## src/rtl/urng_pkg.sv

```systemverilog
// Shared constants and types for the Tausworthe URNG checker/generator pair.
// Holds the three component shift/mask sets, the checker FSM state enum and the minimum seeds.
package urng_pkg;

    localparam logic [31:0] S0_MASK = 32'hFFFF_FFFE;
    localparam int          S0_SH_A = 13;
    localparam int          S0_SH_B = 19;
    localparam int          S0_SH_C = 12;

    localparam logic [31:0] S1_MASK = 32'hFFFF_FFF8;
    localparam int          S1_SH_A = 2;
    localparam int          S1_SH_B = 25;
    localparam int          S1_SH_C = 4;

    localparam logic [31:0] S2_MASK = 32'hFFFF_FFF0;
    localparam int          S2_SH_A = 3;
    localparam int          S2_SH_B = 11;
    localparam int          S2_SH_C = 17;

    // A component degenerates if its seed has no bits above the masked-off LSBs.
    localparam logic [31:0] MIN_SEED1 = 32'd2;
    localparam logic [31:0] MIN_SEED2 = 32'd8;
    localparam logic [31:0] MIN_SEED3 = 32'd16;

    typedef enum logic [2:0] {
        IDLE,
        LOAD,
        RUN,
        DRAIN,
        DONE
    } chkState_t;

    function automatic logic [31:0] tausComponent(
        input logic [31:0] s,
        input logic [31:0] mask,
        input int          shA,
        input int          shB,
        input int          shC
    );
        logic [31:0] mixed;
        logic [31:0] upper;
        mixed = (s << shA) ^ s;
        upper = (s & mask) << shC;
        return upper ^ (mixed >> shB);
    endfunction

endpackage

```

## src/rtl/taus_step.sv

```systemverilog
// One combinational step of the three-component Tausworthe generator.
// Shared by the URNG producer and the stream checker so both sides advance identically.
module taus_step
    import urng_pkg::*;
(
    input  logic [31:0] state0,
    input  logic [31:0] state1,
    input  logic [31:0] state2,
    output logic [31:0] next0,
    output logic [31:0] next1,
    output logic [31:0] next2,
    output logic [31:0] word
);

    assign next0 = tausComponent(state0, S0_MASK, S0_SH_A, S0_SH_B, S0_SH_C);
    assign next1 = tausComponent(state1, S1_MASK, S1_SH_A, S1_SH_B, S1_SH_C);
    assign next2 = tausComponent(state2, S2_MASK, S2_SH_A, S2_SH_B, S2_SH_C);
    assign word  = next0 ^ next1 ^ next2;

endmodule

```

## config.mk

```make
export PLATFORM = sky130hd
export DESIGN_NAME = taus_step
export DESIGN_NICKNAME = d
export VERILOG_FILES = /design/src/rtl/urng_pkg.sv /design/src/rtl/taus_step.sv
export SDC_FILE = /design/constraint.sdc
export NUM_CORES = 1
export LEC_CHECK = 0
export BUFFER_PORTS_ARGS = -buffer_cell sky130_fd_sc_hd__buf_2
export CAP_MARGIN = 30
export CORE_AREA = 4 4 85 87
export DETAILED_ROUTE_END_ITERATION = 10
export DIE_AREA = 0 0 89 91
export PLACE_DENSITY = 0.72
export SETUP_SLACK_MARGIN = 0.1
export SLEW_MARGIN = 20
export SYNTH_ARGS = -nofsm -noshare
export SYNTH_HDL_FRONTEND = slang
export SYNTH_SLANG_ARGS = --single-unit
```

## constraint.sdc

```tcl
create_clock -name vclk -period 0.8
set_input_delay 0.12 -clock vclk [all_inputs]
set_output_delay 0.12 -clock vclk [all_outputs]
set_load 0.02 [all_outputs]
```

==> flow_summary.json <==
{
  "busiest_layer": "met2",
  "die_area_mm2": 0.008099,
  "synth_top_area_cell": "buf_4",
  "endpoint_kind": "output port",
  "fill_cells": 333,
  "chipHeight_um": 91,
  "grtUsageTotal_pct": 17.93,
  "hold_depth": 2,
  "use_met3_pct": 4.163,
  "start_util_pct": 22.27,
  "syn_area_mm2": 0.001414,
  "tightest_slew_ns": 0.2793,
  "synth.most_common_cell": "buf_4",
  "wl_mm": 7.822,
  "finalSetupViolations": 38,
  "power_w": 0.005314,
  "synthAdderAreaFrac_pct": 0,
  "hold_buffers": 0,
  "maxCapViolations": 0,
  "portBuffers": 216,
  "route.vias.total": 1775,
  "p_per_area_mw_per_mm2": 1045,
  "grt_remaining_overflow": 0,
  "pwr-share-seq_pct": 0,
  "crit_chain": "buf_12 > xor2_4 > xor3_2 > buf_6",
  "hold_path.class": "in2out",
  "fp.dieW_um": 89,
  "p_comb_share_pct": 100.0,
  "p_sw_w": 0.002327,
  "pin_count": 224,
  "yosys.area_share.xor_xnor_pct": 70.80,
  "first_pass_iters": 4,
  "rsz0062_at_grt": "true",
  "ys_types": 4,
  "grt_pass1_wl_mm": 11.26,
  "syn_to_final_growth_pct": 259.6,
  "clkbuf_count": 0,
  "synth_cells": 147,
  "synth_top_cell_area_share_pct": 29.20,
  "crit_type": "in2out",
  "synth_mux_area_share_pct": 0,
  "n_antenna_cell": 0,
  "avgSynthCellArea_um2": 9.618,
  "hold_slack_ns": 0.4811,
  "power_switching_share_pct": 43.80,
  "cpPeakStageDelay_ns": 0.46,
  "wl_per_cell_um": 17.90,
  "dp_slack_ns": -0.4621,
  "status": "finished with violations",
  "nets": 458,
  "ant_nets": 0,
  "synthTopCellsByCount": "buf_4, xor2_1, xnor2_1",
  "final-hold-violation-count": 0,
  "grt.met2_usage_pct": 38.55,
  "yosysSeqAreaShare_pct": 0,
  "fmax_ghz": 0.8752,
  "dpl.hpwl_mm": 5.575,
  "seq_cell_count": 0,
  "synth_top_family_by_area": "XOR/XNOR gates",
  "num_rows": 29,
  "synthTopCellsByArea": "buf_4, xor2_1, xnor2_1",
  "p_leak_nw": 2.352,
  "slew_violations": 0,
  "crit_arrival_ns": 1.02,
  "cp_slowest_cell": "xor3_2",
  "gp_congestion": 0.7201,
  "synth_compound_area_share_pct": 0,
  "synth_nets": 243,
  "grt_max_degree": 5,
  "drt_iter0_drc": 8,
  "slew_headroom_pct": 81.29,
  "required_ns": 0.68,
  "fin_ws_ns": -0.3426,
  "cp_max_fo": 3,
  "p_int_w": 0.002986,
  "drc": 0,
  "vdd_drop_max_uv": 921.6,
  "layout-drive-gt1-share_pct": 100.0,
  "finalCriticalPeriod_ns": 1.143,
  "violations": "negative setup slack",
  "tns_ns": -6.636,
  "avgViaCountPerCell": 4.062,
  "grt_pass1_vias": 2040,
  "antenna_found_initial": 0,
  "fin_crit_sh_pct": 142.8,
  "coreArea_mm2": 0.006350,
  "ff_latch_area_um2": 0,
  "start_kind": "input pin",
  "clkPwrFrac_pct": 0,
  "met1_usage_pct": 16.73,
  "ys_warn_count": 0,
  "synth_simple_gate_area_share_pct": 0
}
layer usage:
metal | wire [um] | vias to the layer above | part of all wire [%]
met3 | 868 | 8 | 11
met4 | 121 | 0 | 1.5
met2 | 4986 | 121 | 64
met1 | 1845 | 837 | 24
met5 | 0 | - | 0
li1 | - | 809 | -
final cells by class:
type                            instances  area, um^2  share of cell area, %
Tap cell                               77       96.34                  1.895
Multi-Input combinational cell         92        2286                  44.97
Timing Repair Buffer                  268        2701                  53.14
cell families (layout without fill, tap and decap cells):
| family | count (synthesis) | count (layout) |
|---|---|---|
| buf+inv | 55 | 268 |
| xor+xnor | 92 | 92 |
power by group through the flow:
stage | clock network (W) | registers, W | logic (W)
detailed placement | 0 | 0 | 0.00373
finish | 0 | 0 | 0.00531
CTS | 0 | 0 | 0.00502
global route | 0 | 0 | 0.00557
global placement | 0 | 0 | 0.00369
floorplan | 0 | 0 | 0.00247
metrics by stage:
stage | area [um^2] | util, % | instances
2_1_floorplan | 2346 | - | 147
3_3_place_gp | 3363 | 52.97 | 417
3_5_place_dp | 3363 | 52.97 | 417
4_1_cts | 4736 | 74.58 | 427
5_1_grt | 5084 | 80.06 | 437
6_report | 5084 | 80.06 | 437
worst paths after layout:
| check | startpoint | endpoint | slack, ns |
|---|---|---|---|
| max | state1[25] | word[0] | -0.34 |
| min | state2[7] | next2[24] | 0.48 |
cells in the final DEF, fill, tap and decap left out:
cell,instances
xor3_2,13
xor2_2,5
buf_4,38
xnor2_2,14
buf_8,33
buf_12,21
buf_6,99
buf_2,77
xor2_4,36
xnor2_4,24
critical path: cells and delay by family:
kind / cells / cell delay, ns
xor gates and xnor gates: 2 / 0.63
buffers and inverters: 2 / 0.27
timing repair:
action	CTS	global route
gates resized for setup	317	76
endpoints found under the setup margin	75	74
pin swaps	64	42
setup buffers	14	22
Power figures use the tool's default switching activity.
